===== src/rtl/cpu_sram_pkg.sv =====
// Shared types and constants for the CPU SRAM-like port arbiter.
// Holds requester IDs, transfer-size encodings and the request-field bundle.
package cpu_sram_pkg;

  localparam int unsigned ADDR_W = 32;
  localparam int unsigned DATA_W = 32;
  localparam int unsigned SIZE_W = 2;
  localparam int unsigned STRB_W = 4;

  // Requester IDs stored in the response-routing FIFO
  localparam logic ID_INST = 1'b0;
  localparam logic ID_DATA = 1'b1;

  localparam logic [SIZE_W-1:0] SIZE_BYTE = 2'd0;
  localparam logic [SIZE_W-1:0] SIZE_HALF = 2'd1;
  localparam logic [SIZE_W-1:0] SIZE_WORD = 2'd2;

  // Address-phase fields that travel with a request
  typedef struct packed {
    logic              wr;
    logic [SIZE_W-1:0] size;
    logic [STRB_W-1:0] wstrb;
    logic [ADDR_W-1:0] addr;
    logic [DATA_W-1:0] wdata;
  } req_bundle_t;

endpackage


===== src/rtl/cpu_sram_arbiter_if.sv =====
// SRAM-like port: address phase (req/addr_ok) and response phase (data_ok/rdata).
// master drives the request fields; slave returns addr_ok, data_ok and rdata.
interface cpu_sram_arbiter_if;
  import cpu_sram_pkg::*;

  logic              req;
  logic              wr;
  logic [SIZE_W-1:0] size;
  logic [STRB_W-1:0] wstrb;
  logic [ADDR_W-1:0] addr;
  logic [DATA_W-1:0] wdata;
  logic              addr_ok;
  logic              data_ok;
  logic [DATA_W-1:0] rdata;

  modport master (
    output req, wr, size, wstrb, addr, wdata,
    input  addr_ok, data_ok, rdata
  );

  modport slave (
    input  req, wr, size, wstrb, addr, wdata,
    output addr_ok, data_ok, rdata
  );

endinterface


===== src/rtl/cpu_sram_arbiter_resp_id_fifo.sv =====
// In-order FIFO of requester IDs for accepted, not-yet-answered transactions.
// Ports: clk, rst_n (async active-low), push/push_data, pop, head, full, empty, count.
// Pushes while full and pops while empty are ignored.
module resp_id_fifo #(
  parameter int unsigned DEPTH = 4,
  parameter int unsigned WIDTH = 1
) (
  input  logic                       clk,
  input  logic                       rst_n,
  input  logic                       push,
  input  logic [WIDTH-1:0]           push_data,
  input  logic                       pop,
  output logic [WIDTH-1:0]           head,
  output logic                       full,
  output logic                       empty,
  output logic [$clog2(DEPTH):0]     count
);

  localparam int unsigned PTR_W = $clog2(DEPTH);
  localparam int unsigned CNT_W = PTR_W + 1;

  logic [WIDTH-1:0] mem_q [DEPTH];
  logic [PTR_W-1:0] wr_ptr_q;
  logic [PTR_W-1:0] rd_ptr_q;
  logic [CNT_W-1:0] count_q;
  logic             push_ok;
  logic             pop_ok;

  assign full    = (count_q == CNT_W'(DEPTH));
  assign empty   = (count_q == '0);
  assign count   = count_q;
  assign head    = mem_q[rd_ptr_q];
  assign push_ok = push & ~full;
  assign pop_ok  = pop & ~empty;

  // Pointers wrap naturally because DEPTH is a power of two
  always_ff @(posedge clk or negedge rst_n) begin
    if (!rst_n) begin
      for (int i = 0; i < DEPTH; i++) mem_q[i] <= '0;
      wr_ptr_q <= '0;
      rd_ptr_q <= '0;
      count_q  <= '0;
    end else begin
      if (push_ok) begin
        mem_q[wr_ptr_q] <= push_data;
        wr_ptr_q        <= wr_ptr_q + PTR_W'(1);
      end
      if (pop_ok) rd_ptr_q <= rd_ptr_q + PTR_W'(1);
      case ({push_ok, pop_ok})
        2'b10:   count_q <= count_q + CNT_W'(1);
        2'b01:   count_q <= count_q - CNT_W'(1);
        default: count_q <= count_q;
      endcase
    end
  end

endmodule


===== src/rtl/cpu_sram_arbiter.sv =====
// Shares one SRAM-like memory port between the fetch (inst) and memory (data) stages.
// Ports: clk, resetn (async active-low), inst/data (slave side of the core ports),
// mem (master toward the bridge), proto_err (sticky: response with nothing outstanding).
// Data wins arbitration unless inst has lost STARVE_LIMIT cycles in a row; responses
// are routed back in issue order through a requester-ID FIFO.
module cpu_sram_arbiter
  import cpu_sram_pkg::*;
#(
  parameter int unsigned OUTSTANDING  = 4,
  parameter int unsigned STARVE_LIMIT = 8
) (
  input  logic                 clk,
  input  logic                 resetn,
  cpu_sram_arbiter_if.slave    inst,
  cpu_sram_arbiter_if.slave    data,
  cpu_sram_arbiter_if.master   mem,
  output logic                 proto_err
);

  localparam int unsigned CNT_W    = $clog2(OUTSTANDING) + 1;
  localparam int unsigned STARVE_W = $clog2(STARVE_LIMIT + 1);

  logic                lock_q;
  logic                grant_q;
  logic                grant_c;
  logic [STARVE_W-1:0] starve_q;
  logic                starve_hit;
  logic                sel_req;
  logic                accept;
  logic                pop;
  logic                fifo_full;
  logic                fifo_empty;
  logic                fifo_head;
  logic [CNT_W-1:0]    fifo_count;
  req_bundle_t         inst_bundle;
  req_bundle_t         data_bundle;
  req_bundle_t         sel_bundle;

  assign starve_hit = (starve_q >= STARVE_W'(STARVE_LIMIT));

  // Arbitration; a locked request keeps its registered grant
  always_comb begin
    grant_c = grant_q;
    if (!lock_q) begin
      if (starve_hit && inst.req) grant_c = ID_INST;
      else if (data.req)          grant_c = ID_DATA;
      else if (inst.req)          grant_c = ID_INST;
    end
  end

  assign inst_bundle = '{wr: inst.wr, size: inst.size, wstrb: inst.wstrb,
                         addr: inst.addr, wdata: inst.wdata};
  assign data_bundle = '{wr: data.wr, size: data.size, wstrb: data.wstrb,
                         addr: data.addr, wdata: data.wdata};
  assign sel_bundle  = (grant_c == ID_DATA) ? data_bundle : inst_bundle;
  assign sel_req     = (grant_c == ID_DATA) ? data.req : inst.req;

  // resetn gates the request so nothing leaks downstream while reset is held
  assign mem.req   = sel_req & ~fifo_full & resetn;
  assign mem.wr    = sel_bundle.wr;
  assign mem.size  = sel_bundle.size;
  assign mem.wstrb = sel_bundle.wstrb;
  assign mem.addr  = sel_bundle.addr;
  assign mem.wdata = sel_bundle.wdata;

  assign accept       = mem.req & mem.addr_ok;
  assign inst.addr_ok = accept & (grant_c == ID_INST);
  assign data.addr_ok = accept & (grant_c == ID_DATA);

  // Responses come back in order; the FIFO head says who asked
  assign pop          = mem.data_ok & ~fifo_empty;
  assign inst.data_ok = pop & (fifo_head == ID_INST);
  assign data.data_ok = pop & (fifo_head == ID_DATA);
  assign inst.rdata   = mem.rdata;
  assign data.rdata   = mem.rdata;

  resp_id_fifo #(
    .DEPTH (OUTSTANDING),
    .WIDTH (1)
  ) u_resp_id_fifo (
    .clk       (clk),
    .rst_n     (resetn),
    .push      (accept),
    .push_data (grant_c),
    .pop       (pop),
    .head      (fifo_head),
    .full      (fifo_full),
    .empty     (fifo_empty),
    .count     (fifo_count)
  );

  // Grant/lock, starvation counter and sticky protocol error
  always_ff @(posedge clk or negedge resetn) begin
    if (!resetn) begin
      lock_q    <= 1'b0;
      grant_q   <= ID_DATA;
      starve_q  <= '0;
      proto_err <= 1'b0;
    end else begin
      grant_q <= grant_c;
      // Lock holds even if the requester drops req before acceptance
      if (accept)       lock_q <= 1'b0;
      else if (mem.req) lock_q <= 1'b1;
      if (!inst.req || inst.addr_ok) starve_q <= '0;
      else if (!starve_hit)          starve_q <= starve_q + STARVE_W'(1);
      if (mem.data_ok && fifo_empty) proto_err <= 1'b1;
    end
  end

  occupancy_bound: assert property (@(posedge clk) disable iff (!resetn)
    fifo_count <= CNT_W'(OUTSTANDING));

endmodule


===== src/flat_wrapper.sv =====
// flat-port wrapper written by rule: the top's interface ports become plain ports
module cpu_sram_arbiter_flat import cpu_sram_pkg::*;
#(
  parameter int unsigned OUTSTANDING  = 4,
  parameter int unsigned STARVE_LIMIT = 8
)
  (clk, resetn, proto_err, inst_req, inst_wr, inst_size, inst_wstrb, inst_addr, inst_wdata, inst_addr_ok, inst_data_ok, inst_rdata, data_req, data_wr, data_size, data_wstrb, data_addr, data_wdata, data_addr_ok, data_data_ok, data_rdata, mem_req, mem_wr, mem_size, mem_wstrb, mem_addr, mem_wdata, mem_addr_ok, mem_data_ok, mem_rdata);
  cpu_sram_arbiter_if inst_i ();
  cpu_sram_arbiter_if data_i ();
  cpu_sram_arbiter_if mem_i ();
  input  logic clk;
  input  logic resetn;
  output logic proto_err;
  input wire logic [$bits(inst_i.req)-1:0] inst_req;
  input wire logic [$bits(inst_i.wr)-1:0] inst_wr;
  input wire logic [$bits(inst_i.size)-1:0] inst_size;
  input wire logic [$bits(inst_i.wstrb)-1:0] inst_wstrb;
  input wire logic [$bits(inst_i.addr)-1:0] inst_addr;
  input wire logic [$bits(inst_i.wdata)-1:0] inst_wdata;
  output wire logic [$bits(inst_i.addr_ok)-1:0] inst_addr_ok;
  output wire logic [$bits(inst_i.data_ok)-1:0] inst_data_ok;
  output wire logic [$bits(inst_i.rdata)-1:0] inst_rdata;
  input wire logic [$bits(data_i.req)-1:0] data_req;
  input wire logic [$bits(data_i.wr)-1:0] data_wr;
  input wire logic [$bits(data_i.size)-1:0] data_size;
  input wire logic [$bits(data_i.wstrb)-1:0] data_wstrb;
  input wire logic [$bits(data_i.addr)-1:0] data_addr;
  input wire logic [$bits(data_i.wdata)-1:0] data_wdata;
  output wire logic [$bits(data_i.addr_ok)-1:0] data_addr_ok;
  output wire logic [$bits(data_i.data_ok)-1:0] data_data_ok;
  output wire logic [$bits(data_i.rdata)-1:0] data_rdata;
  output wire logic [$bits(mem_i.req)-1:0] mem_req;
  output wire logic [$bits(mem_i.wr)-1:0] mem_wr;
  output wire logic [$bits(mem_i.size)-1:0] mem_size;
  output wire logic [$bits(mem_i.wstrb)-1:0] mem_wstrb;
  output wire logic [$bits(mem_i.addr)-1:0] mem_addr;
  output wire logic [$bits(mem_i.wdata)-1:0] mem_wdata;
  input wire logic [$bits(mem_i.addr_ok)-1:0] mem_addr_ok;
  input wire logic [$bits(mem_i.data_ok)-1:0] mem_data_ok;
  input wire logic [$bits(mem_i.rdata)-1:0] mem_rdata;
  assign inst_i.req = inst_req;
  assign inst_i.wr = inst_wr;
  assign inst_i.size = inst_size;
  assign inst_i.wstrb = inst_wstrb;
  assign inst_i.addr = inst_addr;
  assign inst_i.wdata = inst_wdata;
  assign inst_addr_ok = inst_i.addr_ok;
  assign inst_data_ok = inst_i.data_ok;
  assign inst_rdata = inst_i.rdata;
  assign data_i.req = data_req;
  assign data_i.wr = data_wr;
  assign data_i.size = data_size;
  assign data_i.wstrb = data_wstrb;
  assign data_i.addr = data_addr;
  assign data_i.wdata = data_wdata;
  assign data_addr_ok = data_i.addr_ok;
  assign data_data_ok = data_i.data_ok;
  assign data_rdata = data_i.rdata;
  assign mem_req = mem_i.req;
  assign mem_wr = mem_i.wr;
  assign mem_size = mem_i.size;
  assign mem_wstrb = mem_i.wstrb;
  assign mem_addr = mem_i.addr;
  assign mem_wdata = mem_i.wdata;
  assign mem_i.addr_ok = mem_addr_ok;
  assign mem_i.data_ok = mem_data_ok;
  assign mem_i.rdata = mem_rdata;
  cpu_sram_arbiter #(.OUTSTANDING(OUTSTANDING), .STARVE_LIMIT(STARVE_LIMIT)) u_core (.clk(clk), .resetn(resetn), .inst(inst_i), .data(data_i), .mem(mem_i), .proto_err(proto_err));
endmodule

===== config.mk =====
export PLATFORM = sky130hd
export DESIGN_NAME = cpu_sram_arbiter_flat
export DESIGN_NICKNAME = d
export VERILOG_FILES = /design/src/rtl/cpu_sram_pkg.sv /design/src/rtl/cpu_sram_arbiter_if.sv /design/src/rtl/cpu_sram_arbiter_resp_id_fifo.sv /design/src/rtl/cpu_sram_arbiter.sv /design/src/flat_wrapper.sv
export SDC_FILE = /design/constraint.sdc
export NUM_CORES = 1
export LEC_CHECK = 0
export CORE_AREA = 5 5 122 124
export DETAILED_ROUTE_END_ITERATION = 7
export DIE_AREA = 0 0 127 129
export MAX_ROUTING_LAYER = met4
export PLACE_DENSITY_LB_ADDON = 0.3
export SYNTH_ARGS = -nofsm -noshare
export SYNTH_HDL_FRONTEND = slang
export SYNTH_SLANG_ARGS = --single-unit
export TNS_END_PERCENT = 50

===== constraint.sdc =====
create_clock -name clk -period 2.6 [get_ports clk]
set_input_delay 0.52 -clock clk [delete_from_list [all_inputs] [get_ports clk]]
set_output_delay 0.52 -clock clk [all_outputs]
set_load 0.02 [all_outputs]

==> metrics.md <==
| Metric | Value |
|---|---|
| Status | `complete, no violations` |
| Die height | `129 um` |
| Max_slew headroom | `between 70% and 80%` |
| DP HPWL | `9.23 mm` |
| Static Leak | `1.96 nW` |
| Core Region | `between 10000 and 15000 um2` |
| Number of distinct library cells after synthesis | `29` |
| Gr usage total | `a little over an eighth` |
| Routed wire per std cell | `a little under 20 um` |
| Hold_buf cts | `0` |
| Pin count of the biggest net entering global routing | `16` |
| Cells after synthesis | `233` |
| Avg Inst Size Synth | `10.0 um2` |
| Synthesis-to-layout area growth | `93.6%` |
| Crit path required time | `approximately 2.1 ns` |
| Grt ovf | `0` |
| Reg clk slew, reported paths | `approximately 0.050 ns` |
| Most frequent cells in the layout | `148 x clkdlybuf4s50_1, 66 x mux2_2, 57 x buf_2` |
| # diodes | `0` |
| Flop-to-flop setup slack | `between 0.3 and 0.4 ns` |
| WHS Path Cells | `1` |
| Crit path kind | `primary input to output pin` |
| Top Ports | `between 300 and 400` |
| RSZ-0062 raised after global routing | `no` |
| Remaining antenna violation count | `0` |
| Seq/Total Area, Yosys | `between 10% and 20%` |
| CP arrival | `slightly below 2 ns` |
| Placed Instances | `around 600` |
| Final worst-path cycle share | `96.5%` |
| CTS Buffer Depth | `2` |
| Total power draw | `roughly 4 mW` |
| Drt first pass iters | `3` |
| # nets final | `about 600` |
| Post-route insts no fill | `about 600` |
| Register bit total from synthesis | `18` |
| Vias in the first global route | `between 2000 and 3000` |
| # fillers | `~1400` |
| Chip Width | `127 um` |
| Layout cells sized above 1 | `45.1%` |
| DRC errors left | `0` |
| Minimum clock period | `between 2 and 3 ns` |
| Synth Cell Area | `roughly 2300 um2` |
| Number of buffers created by CTS | `3` |
| Global-route wire length before repair | `between 15 and 20 mm` |
| Slew Limit Fails | `0` |
| Multi-input gate area | `~1300 um2` |
| Clk_skew | `a little under 0.005 ns` |
| DRT iter0 DRCs | `52` |
| # H-tree levels | `1` |
| Placed Area | `~4400 um2` |
| Via density | `3.91` |
| Clk_lat worst skew | `about 0.25 ns` |
| Slew @ Worst Pin | `0.412 ns` |
| Worst R2R Path Depth | `10` |
| Fmax achieved | `between 0.3 and 0.4 GHz` |
| Commonest non-fill, non-tap cell in the layout | `clkdlybuf4s50_1` |
| Port bufs | `224` |
| Setup crit start | `inst_req` |
| Clk root buf | `clkbuf_16` |
| Drt total wl | `11.6 mm` |
| Fin util | `about a third` |
| Design area | `about 4500 um2` |
| Final setup viols | `0` |
| Total die area | `~16000 um2` |
| Register cell area after layout | `between 400 and 500 um2` |
| YS warnings | `0` |
| Core Rows | `between 40 and 50` |
| Peak supply drop | `roughly 300 uV` |
| Clock Sink Count | `18` |
| Final hold viol count | `0` |
| CTS tree | `done` |
| Critical path fanouts, max | `13` |
| Reg2reg start | `u_core.u_resp_id_fifo.count[1]` |
| Startpoint types | `primary input` |
| Worst hold path type | `flop to flop` |
| Worst Min Path Start | `u_core.proto_err` |
| Max-cap violation count | `0` |
| Vias | `2334` |
| Starting Density | `about 17%` |
| Initial antenna violation count | `0` |
| CP Capture Type | `output pin` |
| PwrDens | `roughly 890 nW/um2` |
| Syn_nets | `around 420` |
| RePlAce Congestion | `0.759` |
-- metrics by stage --
stage | setup slack (ns) | hold WS (ns) | setup TNS [ns]
floorplan | 0.369 | 0.224 | 0
global placement | -0.664 | 0.438 | -41.82
detailed placement | -0.690 | 0.446 | -44.51
CTS | -0.0631 | 0.456 | -0.109
global route | 0.0286 | 0.481 | 0
finish | 0.0911 | 0.451 | 0
-- registers in the layout, indices dropped and copies added, names as in the netlist --
name and flops:
u_core.starve_q 4, u_core.u_resp_id_fifo.wr_ptr_q 2, u_core.u_resp_id_fifo.rd_ptr_q 2, u_core.lock_q 1, u_core.grant_q 1, u_core.u_resp_id_fifo.count 3, u_core.proto_err 1, u_core.u_resp_id_fifo.mem_q 4
-- final cells by class --
cell class | instances | area share (%)
Timing Repair Buffer | 252 | 52.3
Multi-Input combinational cell | 128 | 29.5
Sequential cell | 18 | 10.0
Tap cell | 180 | 4.99
Clock buffer | 4 | 1.97
Inverter | 15 | 1.25
-- where the power goes --
group,switching [mW],total [mW],internal [mW]
sequential,0.0961,0.501,0.404
clock,0.107,0.342,0.234
combinational,1.48,3.17,1.70
-- logic make-up after synthesis --
family                     Yosys count  share of synthesized area (%)
AOI/OAI and AO/OA                    6                           1.93
xor gates and xnor gates             8                           3.01
adders and majority gates            8                           4.62
buffers and inverters               87                           25.9
DFF                                 18                           19.4
muxes                               79                           38.5
and+or+nand+nor                     27                           6.60
-- synth_stat cells (all sizes together) --
| cell | n | area [um2] |
|---|---|---|
| nand3 | 1 | 10.0 |
| a21o | 1 | 7.51 |
| nor3b | 1 | 7.51 |
| inv | 15 | 56.3 |
| nand2b | 4 | 25.0 |
| nor2 | 6 | 22.5 |
| buf | 72 | 548 |
| mux2i | 2 | 20.0 |
| nor3 | 4 | 25.0 |
| a32oi | 1 | 16.3 |
| mux2 | 76 | 856 |
| nor2b | 1 | 6.26 |
| or3b | 1 | 8.76 |
| nor4 | 4 | 25.0 |
| o21ai | 2 | 10.0 |
| a31oi | 1 | 6.26 |
| xnor2 | 5 | 43.8 |
| dfstp | 1 | 26.3 |
| fa | 1 | 20.0 |
| nand2 | 3 | 11.3 |
| ha | 7 | 87.6 |
| xor2 | 3 | 26.3 |
| and2 | 2 | 12.5 |
| a21oi | 1 | 5.00 |
| mux4 | 1 | 22.5 |
| dfrtp | 17 | 425 |
-- critical path, stage by stage --
cell	delay, ns
clkdlybuf4s15_1	0.22
a32oi_4	0.27
buf_12	0.15
bufbuf_16	0.29
mux2_2	0.35
buf_2	0.18
-- metal layers --
metal | track usage, % | wire length (um)
met2 | 21.5 | 5720
met3 | 3.15 | 887
met4 | 1.83 | 91
met1 | 17.0 | 4920
met5 | - | 0
-- final timing paths --
kind / to
worst max-delay path: mem_addr[13]
worst min-delay path: u_core.proto_err
worst max register to register: u_core.u_resp_id_fifo.count[2]
worst min register to register: u_core.proto_err
max in group asynchronous: u_core.grant_q
min in group asynchronous: u_core.u_resp_id_fifo.count[2]
-- timing repair --
item                                    in CTS  in global routing
buffers inserted                             4                  0
endpoints found under the hold margin        0                  0
gates resized for setup                    300                 16
pin swaps                                    1                  1
endpoints found under the setup margin      74                 27
gates cloned                                 5                  2
No activity file was read; power rests on OpenSTA's default activity.
